[src/rtl/esp32_prog_bridge_if.sv]
// Pin bundle between the FTDI/ESP32 board nets and the programming bridge.
// The slave modport is the bridge's view; master is the board or bench side.
`timescale 1ns/1ps
interface esp32_prog_bridge_if #(
   parameter int C_btn_width = 7
);
   logic                   ftdi_ndtr;
   logic                   ftdi_nrts;
   logic [C_btn_width-1:0] btn;
   logic                   spi_csn;
   logic                   spi_sclk;
   logic                   wifi_en;
   logic                   wifi_gpio0;
   logic                   strap_oe;
   logic                   strap_out;
   logic                   spi_miso;
   logic                   spi_miso_oe;
   logic                   prog_active;
   logic                   user_programn;

   modport slave (
      input  ftdi_ndtr, ftdi_nrts, btn, spi_csn, spi_sclk,
      output wifi_en, wifi_gpio0, strap_oe, strap_out,
             spi_miso, spi_miso_oe, prog_active, user_programn
   );

   modport master (
      output ftdi_ndtr, ftdi_nrts, btn, spi_csn, spi_sclk,
      input  wifi_en, wifi_gpio0, strap_oe, strap_out,
             spi_miso, spi_miso_oe, prog_active, user_programn
   );
endinterface

[src/rtl/esp32_prog_bridge.sv]
// FTDI DTR/RTS to ESP32 EN/IO0 bridge with strap-hold FSM, oversampled SPI
// button readback and a multiboot PROGRAMN combo detector.
//
// state | meaning
// IDLE  | no programming sequence; timer saturated, straps released
// HOLD  | GPIO2 strap driven, timer counting up to all-ones
// RUN   | one-cycle release strobe before returning to IDLE
`timescale 1ns/1ps
module esp32_prog_bridge #(
   parameter int                     C_sync_stages   = 2,
   parameter int                     C_release_bits  = 17,
   parameter int                     C_btn_width     = 7,
   parameter int                     C_spi_bits      = 8,
   parameter logic [C_btn_width-1:0] C_combo_mask    = 7'b0000011,
   parameter logic [C_btn_width-1:0] C_combo_value   = 7'b0000010,
   parameter int                     C_programn_bits = 8
) (
   input  logic               clk_25mhz,
   input  logic               rstn,
   esp32_prog_bridge_if.slave bus
);

   localparam int C_sync_width = C_btn_width + 4;
   // ndtr, nrts and csn idle high; sclk and buttons reset low
   localparam logic [C_sync_width-1:0] C_sync_rst = {3'b111, {(C_btn_width+1){1'b0}}};

   typedef enum logic [1:0] {
      S_IDLE = 2'd0,
      S_HOLD = 2'd1,
      S_RUN  = 2'd2
   } state_t;

   logic [C_sync_width-1:0]    sync_q [C_sync_stages];
   logic [C_sync_width-1:0]    sync_in;
   logic [C_sync_width-1:0]    sync_out;
   logic                       dtr;
   logic                       rts;
   logic                       csn_s;
   logic                       sclk_s;
   logic [C_btn_width-1:0]     btn_s;

   logic                       dtr_d;
   logic                       rts_d;
   logic                       dec_en;
   logic                       dec_io0;
   logic                       en_q;
   logic                       io0_q;
   logic                       gpio0_q;
   logic                       trig;

   state_t                     state_q;
   state_t                     state_n;
   logic [C_release_bits-1:0]  timer_q;
   logic [C_release_bits-1:0]  timer_n;

   logic [C_spi_bits-1:0]      frame_q;
   logic                       sclk_d;
   logic                       sclk_fall;
   logic                       miso_q;
   logic                       miso_oe_q;

   logic                       combo;
   logic [C_programn_bits-1:0] pgm_cnt_q;
   logic                       programn_q;

   assign sync_in = {bus.ftdi_ndtr, bus.ftdi_nrts, bus.spi_csn, bus.spi_sclk, bus.btn};

   always_ff @(posedge clk_25mhz or negedge rstn) begin
      if (!rstn) begin
         for (int i = 0; i < C_sync_stages; i++) sync_q[i] <= C_sync_rst;
      end else begin
         sync_q[0] <= sync_in;
         for (int i = 1; i < C_sync_stages; i++) sync_q[i] <= sync_q[i-1];
      end
   end

   assign sync_out = sync_q[C_sync_stages-1];
   assign dtr      = sync_out[C_sync_width-1];
   assign rts      = sync_out[C_sync_width-2];
   assign csn_s    = sync_out[C_btn_width+1];
   assign sclk_s   = sync_out[C_btn_width];
   assign btn_s    = sync_out[C_btn_width-1:0];

   assign dec_en  = !(dtr && !rts);
   assign dec_io0 = !(!dtr && rts);
   // Only a (1,1) -> (1,0) transition starts a strap hold, so the trigger
   // fires on the same edge that registers en=0.
   assign trig    = dtr && !rts && dtr_d && rts_d;

   always_ff @(posedge clk_25mhz or negedge rstn) begin
      if (!rstn) begin
         dtr_d   <= 1'b1;
         rts_d   <= 1'b1;
         en_q    <= 1'b1;
         io0_q   <= 1'b1;
         gpio0_q <= 1'b1;
      end else begin
         dtr_d   <= dtr;
         rts_d   <= rts;
         en_q    <= dec_en;
         io0_q   <= dec_io0;
         gpio0_q <= dec_io0 && btn_s[0];
      end
   end

   always_ff @(posedge clk_25mhz or negedge rstn) begin
      if (!rstn) begin
         state_q <= S_IDLE;
         timer_q <= '1;
      end else begin
         state_q <= state_n;
         timer_q <= timer_n;
      end
   end

   always_comb begin
      state_n = state_q;
      timer_n = timer_q;
      case (state_q)
         S_IDLE: begin
            timer_n = '1;
            if (trig) begin
               state_n = S_HOLD;
               timer_n = '0;
            end
         end
         S_HOLD: begin
            // re-trigger takes precedence over terminal count
            if (trig) begin
               timer_n = '0;
            end else if (timer_q == '1) begin
               state_n = S_RUN;
            end else begin
               timer_n = timer_q + 1'b1;
            end
         end
         S_RUN: begin
            state_n = S_IDLE;
            timer_n = '1;
         end
         default: begin
            state_n = S_IDLE;
            timer_n = '1;
         end
      endcase
   end

   assign sclk_fall = sclk_d && !sclk_s;

   always_ff @(posedge clk_25mhz or negedge rstn) begin
      if (!rstn) begin
         frame_q   <= '0;
         sclk_d    <= 1'b0;
         miso_q    <= 1'b0;
         miso_oe_q <= 1'b0;
      end else begin
         sclk_d    <= sclk_s;
         miso_oe_q <= !csn_s;
         miso_q    <= frame_q[C_spi_bits-1];
         // a deselect reloads the frame even if an sclk fall lands on the same cycle
         if (csn_s) begin
            frame_q <= {{(C_spi_bits-C_btn_width){1'b0}}, btn_s};
         end else if (sclk_fall) begin
            frame_q <= {frame_q[C_spi_bits-2:0], 1'b0};
         end
      end
   end

   assign combo = ((btn_s & C_combo_mask) == C_combo_value);

   // Release is seen on the very next edge; assertion waits for the MSB.
   always_ff @(posedge clk_25mhz or negedge rstn) begin
      if (!rstn) begin
         pgm_cnt_q  <= '0;
         programn_q <= 1'b1;
      end else begin
         if (!combo) begin
            pgm_cnt_q <= '0;
         end else if (pgm_cnt_q != '1) begin
            pgm_cnt_q <= pgm_cnt_q + 1'b1;
         end
         programn_q <= !(combo && pgm_cnt_q[C_programn_bits-1]);
      end
   end

   assign bus.wifi_en       = en_q;
   assign bus.wifi_gpio0    = gpio0_q;
   assign bus.prog_active   = (state_q == S_HOLD);
   assign bus.strap_oe      = (state_q == S_HOLD);
   assign bus.strap_out     = (state_q == S_HOLD) ? io0_q : 1'b1;
   assign bus.spi_miso      = miso_q;
   assign bus.spi_miso_oe   = miso_oe_q;
   assign bus.user_programn = programn_q;

endmodule
[src/flat_wrapper.sv]
// flat-port wrapper written by rule: the top's interface ports become plain ports
module esp32_prog_bridge_flat 
#(
   parameter int                     C_sync_stages   = 2,
   parameter int                     C_release_bits  = 17,
   parameter int                     C_btn_width     = 7,
   parameter int                     C_spi_bits      = 8,
   parameter logic [C_btn_width-1:0] C_combo_mask    = 7'b0000011,
   parameter logic [C_btn_width-1:0] C_combo_value   = 7'b0000010,
   parameter int                     C_programn_bits = 8
)
  (clk_25mhz, rstn, bus_ftdi_ndtr, bus_ftdi_nrts, bus_btn, bus_spi_csn, bus_spi_sclk, bus_wifi_en, bus_wifi_gpio0, bus_strap_oe, bus_strap_out, bus_spi_miso, bus_spi_miso_oe, bus_prog_active, bus_user_programn);
  esp32_prog_bridge_if #(.C_btn_width(C_btn_width)) bus_i ();
  input  logic clk_25mhz;
  input  logic rstn;
  input wire logic [$bits(bus_i.ftdi_ndtr)-1:0] bus_ftdi_ndtr;
  input wire logic [$bits(bus_i.ftdi_nrts)-1:0] bus_ftdi_nrts;
  input wire logic [$bits(bus_i.btn)-1:0] bus_btn;
  input wire logic [$bits(bus_i.spi_csn)-1:0] bus_spi_csn;
  input wire logic [$bits(bus_i.spi_sclk)-1:0] bus_spi_sclk;
  output wire logic [$bits(bus_i.wifi_en)-1:0] bus_wifi_en;
  output wire logic [$bits(bus_i.wifi_gpio0)-1:0] bus_wifi_gpio0;
  output wire logic [$bits(bus_i.strap_oe)-1:0] bus_strap_oe;
  output wire logic [$bits(bus_i.strap_out)-1:0] bus_strap_out;
  output wire logic [$bits(bus_i.spi_miso)-1:0] bus_spi_miso;
  output wire logic [$bits(bus_i.spi_miso_oe)-1:0] bus_spi_miso_oe;
  output wire logic [$bits(bus_i.prog_active)-1:0] bus_prog_active;
  output wire logic [$bits(bus_i.user_programn)-1:0] bus_user_programn;
  assign bus_i.ftdi_ndtr = bus_ftdi_ndtr;
  assign bus_i.ftdi_nrts = bus_ftdi_nrts;
  assign bus_i.btn = bus_btn;
  assign bus_i.spi_csn = bus_spi_csn;
  assign bus_i.spi_sclk = bus_spi_sclk;
  assign bus_wifi_en = bus_i.wifi_en;
  assign bus_wifi_gpio0 = bus_i.wifi_gpio0;
  assign bus_strap_oe = bus_i.strap_oe;
  assign bus_strap_out = bus_i.strap_out;
  assign bus_spi_miso = bus_i.spi_miso;
  assign bus_spi_miso_oe = bus_i.spi_miso_oe;
  assign bus_prog_active = bus_i.prog_active;
  assign bus_user_programn = bus_i.user_programn;
  esp32_prog_bridge #(.C_sync_stages(C_sync_stages), .C_release_bits(C_release_bits), .C_btn_width(C_btn_width), .C_spi_bits(C_spi_bits), .C_combo_mask(C_combo_mask), .C_combo_value(C_combo_value), .C_programn_bits(C_programn_bits)) u_core (.clk_25mhz(clk_25mhz), .rstn(rstn), .bus(bus_i));
endmodule
[config.mk]
export PLATFORM = sky130hd
export DESIGN_NAME = esp32_prog_bridge_flat
export DESIGN_NICKNAME = d
export VERILOG_FILES = /design/src/rtl/esp32_prog_bridge_if.sv /design/src/rtl/esp32_prog_bridge.sv /design/src/flat_wrapper.sv
export SDC_FILE = /design/constraint.sdc
export NUM_CORES = 1
export LEC_CHECK = 0
export ABC_AREA = 0
export ABC_CLOCK_PERIOD_IN_PS = 4400
export CAP_MARGIN = 30
export CORE_ASPECT_RATIO = 0.8
export CORE_UTILIZATION = 64
export CTS_BUF_LIST = sky130_fd_sc_hd__clkbuf_8
export DETAILED_ROUTE_END_ITERATION = 10
export GPL_TIMING_DRIVEN = 0
export PLACE_DENSITY_LB_ADDON = 0.05
export SLEW_MARGIN = 20
export SYNTH_ARGS = -nofsm -noshare
export SYNTH_HDL_FRONTEND = slang
export SYNTH_SLANG_ARGS = --single-unit
[constraint.sdc]
create_clock -name clk_25mhz -period 4.4 [get_ports clk_25mhz]
set_input_delay 0.88 -clock clk_25mhz [delete_from_list [all_inputs] [get_ports clk_25mhz]]
set_output_delay 0.88 -clock clk_25mhz [all_outputs]
set_load 0.02 [all_outputs]
==> results of run 1 <==
routing by layer:
| layer | vias up | GRT usage (%) |
|---|---|---|
| li1 | 921 | - |
| met1 | 951 | 37.9 |
| met2 | 85 | 43.1 |
| met3 | 14 | 9.80 |
| met4 | 0 | 10.8 |
| met5 | - | 0 |
synthesized netlist by cell type, drive strengths merged (2+ instances only):
cell | number | area, um2
a211oi | 3 | 22.5
a21o | 3 | 22.5
a21oi | 16 | 80.1
a31oi | 6 | 37.5
and2 | 4 | 25.0
and3 | 6 | 38.8
buf | 4 | 22.5
clkbuf | 2 | 8.75
dfrtp | 37 | 926
dfstp | 29 | 762
ha | 3 | 37.5
inv | 11 | 41.3
mux2i | 9 | 90.1
nand2 | 29 | 109
nand2b | 6 | 45.0
nand3 | 8 | 52.6
nand4 | 6 | 37.5
nor2 | 10 | 37.5
nor2b | 2 | 12.5
nor3 | 4 | 20.0
o21ai | 13 | 65.1
o22a | 7 | 62.6
xnor2 | 3 | 26.3
worst max path at each step:
stage	start	slack (ps)	to	cells after the start
after floorplan	u_core.timer_q[0]$_DFFE_PN1P_	2130	u_core.timer_q[5]$_DFFE_PN1P_	10
after global placement	rstn	430	u_core.pgm_cnt_q[4]$_DFFE_PN0P_	1
after detailed placement	u_core.timer_q[0]$_DFFE_PN1P_	1630	u_core.timer_q[4]$_DFFE_PN1P_	10
after CTS	u_core.timer_q[0]$_DFFE_PN1P_	1590	u_core.timer_q[2]$_DFFE_PN1P_	10
after global routing	u_core.timer_q[0]$_DFFE_PN1P_	1240	u_core.timer_q[4]$_DFFE_PN1P_	10
final	u_core.timer_q[0]$_DFFE_PN1P_	1550	u_core.timer_q[14]$_DFFE_PN1P_	10
area by class of cell:
cell class | instances | area, um2
Sequential cell | 66 | 1690
Multi-Input combinational cell | 155 | 1010
Fill cell | 234 | 696
Timing Repair Buffer | 21 | 218
Clock buffer | 11 | 151
Tap cell | 55 | 68.8
Clock inverter | 5 | 53.8
Inverter | 11 | 41.3
Buffer | 6 | 31.3
registers in the layout, summed over array words and instances, names as in the netlist:
signal                    flops
u_core.bus.spi_miso           1
u_core.bus.spi_miso_oe        1
u_core.bus.user_programn      1
u_core.bus.wifi_en            1
u_core.bus.wifi_gpio0         1
u_core.dtr_d                  1
u_core.frame_q                8
u_core.io0_q                  1
u_core.pgm_cnt_q              8
u_core.rts_d                  1
u_core.sclk_d                 1
u_core.state_q                2
u_core.sync_out              11
u_core.sync_q                11
u_core.timer_q               17
power breakdown:
group          total [mW]  internal (mW)  switching (mW)  leakage (nW)
Sequential          0.883          0.772           0.111         0.761
Combinational       0.329          0.152           0.177         0.539
Clock               0.508          0.289           0.219         0.103
per-stage QoR:
step,setup slack [ps],hold slack [ps],std cells,utilization (%),area [um2]
floorplan,2130,331,238,-,2770
global placement,426,333,313,76.8,3040
detailed placement,1630,336,314,77.2,3050
CTS,1590,347,330,82.4,3260
global route,1240,356,330,82.4,3260
finish,1550,344,330,82.4,3260
kinds of logic after synthesis:
kind of cell / count (synthesis)
xor+xnor: 4
simple gates: 79
compound gates: 59
mux: 10
buf+inv: 17
fa+ha+maj: 3
flops: 66
==> impl_results.md, run 1 <==
- Sequential element share of the synthesized area: 61.0%
- Syn nets: 254
- Post-CTS Hold Buffers: 0
- Initial antenna violation count: 0
- # setup viols final: 0
- WHS Path Cells: 0
- Slew headroom: 72.5%
- Total core area: 3950 um2
- DR vias/cell: 5.97
- WS Path Type: reg -> reg
- Power per standard cell area: 528 nW/um2
- Max clock buf depth: 2
- Synth Area in Simple Gates: 16.0%
- Worst-path clk slew: 70 ps
- Max-slew violations: 0
- H-Tree Depth: 3
- Ports: 21
- Largest family of logic cells by synthesized area: simple AND/OR/NAND/NOR gates
- Worst ir drop on vdd: 0.325 mV
- Cell repeated most along the worst path: ha_1
- Final wirelength: 5460 um
- Vias in the first global route: 1868
- CTS tree: built
- Layout cells sized above 1: 22.9%
- R2R Setup Slk: 1550 ps
- Slowest CP cell: dfstp_2
- Post-synthesis mux area share: 3.66%
- Initial Utilization: 70.0%
- HP Start: u_core.sync_q[14]$_DFF_PN0_
- Final GP Congestion: 0.878
- Critical Path Fanout Max: 10
- Ys Warns: 0
- Most frequent cells in the layout: dfrtp_1 (37), nand2_1 (29), dfstp_2 (29), clkdlybuf4s50_1 (19), a21oi_1 (16)
- GRT Total Usage: 28.3%
- Final net count: 286
- DIE AREA: 4590 um2
- First-pass GRT wire length: 9040 um
- Worst path bufs/invs: 2
- Main synth FF type: dfrtp_1
- Area Overhead vs Synth: 17.8%
- Vias: 1971
- Slew at the pin closest to its max-slew limit: 413 ps
- Syn_area_per_cell: 11.6 um2
- Leakage: 1.40 nW
- Cells after synthesis: 238
- Top layer in use: met4
- Reg2reg start: u_core.timer_q[0]$_DFFE_PN1P_
- DR WL/cell: 16.6 um
- Clock root buffer: clkbuf_8
- Port buffer count: 20
- Final setup skew: 3.85 ps
- Setup TNS: 0 ps
- Crit path largest cell delay: 570 ps
- Post-synth EDFFs: 0
- CP Data Arrival Time: 3110 ps
- 1st-pass router iterations: 4
- Post-CTS Resized: 0
- Critical R2R Capture: u_core.timer_q[14]$_DFFE_PN1P_
- Clock sinks: 66
- Final Hold Fails: 0
- Worst path top cell family by delay: simple AND/OR/NAND/NOR gates
- Adder and majority cell fraction of the synthesized area: 1.36%
- Row count: 20
- Run status: finished clean
- Chip Height: 60.8 um
- CTS buffer count: 9
- Post-synthesis compound-gate area fraction: 14.1%
- CP Capture Type: flop
- Die Wd: 75.5 um
- Synth Register Bits: 66
- Crit path time final: 2850 ps
- FF-to-FF path depth: 10
- Critical Path, Cell by Cell: ha_1 > nand4_1 > nor3_1 > and3_1 > ha_1 > nand3_1 > inv_1 > buf_2 > a21oi_1 > o22ai_1
- Total gr overflow: 0
- Tot Pwr: 1.72 mW
- DR WL met3: 412 um
- Largest net degree at the start of global routing: 45
- DRC: 0
- Worst Hold Path EP: u_core.sync_out[3]$_DFF_PN0_
- Synth Area in XOR/XNOR: 1.27%
- CP startpoint kind: flop
- Initial detailed-routing violation count: 207
- Final cycle utilization of the critical path: 64.9%
- Setup bufs post-CTS: 0
- Synth async-reset ratio: 100%
- Data required, critical path: 4660 ps
- Hold Path Class: reg -> reg
- Yosys cell types: 47
- Commonest non-fill, non-tap cell in the layout: dfrtp_1
- Clk Latency, worst-skew pair: 340 ps
- Highest clock rate: 0.350 GHz
- DRT antenna net count: 0
- M1 WL: 2350 um
- Diode count: 0
- RSZ-0062 raised after global routing: false
- Detail Placement HPWL: 3620 um
- Syn Std Cell Area: 2770 um2
- Max cap viols: 0
- Routed wl met2: 2590 um
Power figures use the tool's default switching activity.
==> run 2, diff against run 1 <==
- ABC_CLOCK_PERIOD_IN_PS: 4400 -> 2550
- CORE_UTILIZATION: 64 -> 54
- clock period: 4.4 -> 2.55 ns (I/O delays scaled with it)
==> impl_results.md, run 2 (synthesis gave the netlist of run 1 again) <==
- Run status: finished clean
- # setup viols final: 0
- Critical Path Fanout Max: 10
- Largest net degree at the start of global routing: 42
- First-pass GRT wire length: 8660 um
- Final GP Congestion: 0.826
- Crit path time final: 2390 ps
- Clock sinks: 66
- Row count: 22
- Detail Placement HPWL: 3340 um
- Hold Path Class: in -> async
- Final wirelength: 5010 um
- Max reg flops: 17
- Final net count: 286
- DIE AREA: 5420 um2
- Post-CTS Hold Buffers: 0
- Data required, critical path: 2820 ps
- CP Capture Type: flop
- Placed cell count: 319
- Die Wd: 82.0 um
- Chip Height: 66.0 um
- Setup bufs post-CTS: 0
- Final cycle utilization of the critical path: 93.7%
- Final Hold Fails: 0
- 1st-pass router iterations: 4
- Highest clock rate: 0.418 GHz
- Most frequent cells in the layout: dfrtp_1 (37), nand2_1 (29), dfstp_2 (29), clkdlybuf4s50_1 (19), a21oi_1 (16)
- Initial Utilization: 58.1%
- Total gr overflow: 0
- Leakage: 1.40 nW
- CP Data Arrival Time: 2660 ps
- Fillers: 350
- DR vias/cell: 5.69
- Commonest non-fill, non-tap cell in the layout: dfrtp_1
- Largest Register: u_core.timer_q
- Final setup skew: 10.7 ps
- Ports: 21
- Port buffer count: 20
- Worst ir drop on vdd: 0.576 mV
- Vias in the first global route: 1909
- Clk Latency, worst-skew pair: 340 ps
- DR WL/cell: 15.0 um
- Initial detailed-routing violation count: 79
- Final Core Density: 69.1%
- Placed inst area: 3060 um2
- CTS tree: built
- Layout cells sized above 1: 24.7%
- RSZ-0062 raised after global routing: false
- Vias: 1906
- CTS buffer count: 9
- Clock root buffer: clkbuf_8
- Initial antenna violation count: 0
- Fin area: 3290 um2
- Worst-path clk slew: 70 ps
- H-Tree Depth: 3
- Worst Slack Setup Final: 160 ps
- Post-Place Setup Slack: -144 ps
- DRC: 0
- Diode count: 0
- GRT Total Usage: 22.2%
- Total core area: 4760 um2
- CP startpoint kind: flop
- Max-slew violations: 0
- Max clock buf depth: 2
- WS Path Type: reg -> reg
- Final Non-Filler Cells: 335
- Max cap viols: 0
- Slew at the pin closest to its max-slew limit: 401 ps
- Slew headroom: 73.3%
- DRT antenna net count: 0
- Area Overhead vs Synth: 19.0%
- Power per standard cell area: 881 nW/um2
==> run 2: cell count changes in the layout (fill, tap and decap cells not counted), moves of 2 or more <==
cell	before	now
clkinvlp_4	2	0
buf_2	3	1
ha_1	3	1
buf_4	2	4
==> run 2: layout make-up <==
class,instances,area (um2),area share (%)
Clock inverter,6,51.3,1.56
Buffer,6,36.3,1.10
Multi-Input combinational cell,155,1040,31.7
Clock buffer,10,138,4.18
Tap cell,60,75.1,2.28
Inverter,11,41.3,1.25
Sequential cell,66,1690,51.3
Timing Repair Buffer,21,218,6.62
==> run 2: per-stage QoR <==
| stage | hold WS, ps | TNS, ps | power (mW) |
|---|---|---|---|
| global route | 80.4 | 0 | 3.07 |
| floorplan | 214 | 0 | 1.89 |
| finish | 71.3 | 0 | 2.90 |
| detailed placement | 335 | -1460 | 2.07 |
| CTS | 66.7 | 0 | 2.92 |
| global placement | 332 | -53790 | 2.04 |
==> run 2: worst paths after layout <==
path                                                    start                            end  slack [ps]  depth (start not counted)
worst min register to register    u_core.sync_q[16]$_DFF_PN0_   u_core.sync_out[5]$_DFF_PN0_         340                          0
worst min-delay path                                     rstn   u_core.sync_out[6]$_DFF_PN0_          70                          1
max in group asynchronous                                rstn  u_core.sync_out[10]$_DFF_PN1_        1890                          2
worst max register to register  u_core.timer_q[0]$_DFFE_PN1P_  u_core.timer_q[5]$_DFFE_PN1P_         160                         10
min in group clk_25mhz            u_core.sync_q[16]$_DFF_PN0_   u_core.sync_out[5]$_DFF_PN0_         340                          0
worst max-delay path            u_core.timer_q[0]$_DFFE_PN1P_  u_core.timer_q[5]$_DFFE_PN1P_         160                         10
==> run 2: worst max-delay path, cell delays in order, from the launching register on <==
cell,delay [ps]
dfstp_2,560
ha_2,220
nand4_1,170
nor3_2,290
and3_4,240
ha_4,160
nand3_2,120
inv_1,130
buf_4,190
a21oi_1,60
o22a_2,190
==> run 2: where the power goes <==
part	total [mW]	internal [mW]	switching (mW)
registers	1.52	1.33	0.185
clock network	0.826	0.464	0.362
logic	0.558	0.269	0.289
total	2.90	2.06	0.836
==> run 2: layer usage <==
layer / part of all wire (%) / GRT usage, % / vias to the layer above / wire (um)
met2: 44 / 31.7 / 47 / 2200
met3: 4.8 / 7.59 / 9 / 240
met1: 50 / 29.9 / 937 / 2510
met5: 0 / 0 / - / 0
li1: - / - / 913 / -
met4: 1.3 / 11.4 / 0 / 65
==> run 2: repair_timing <==
action                                  in CTS  in global routing
pin swaps                                    2                  1
gates resized for setup                      5                  6
hold endpoints to repair                     0                  0
endpoints found under the setup margin      15                 15
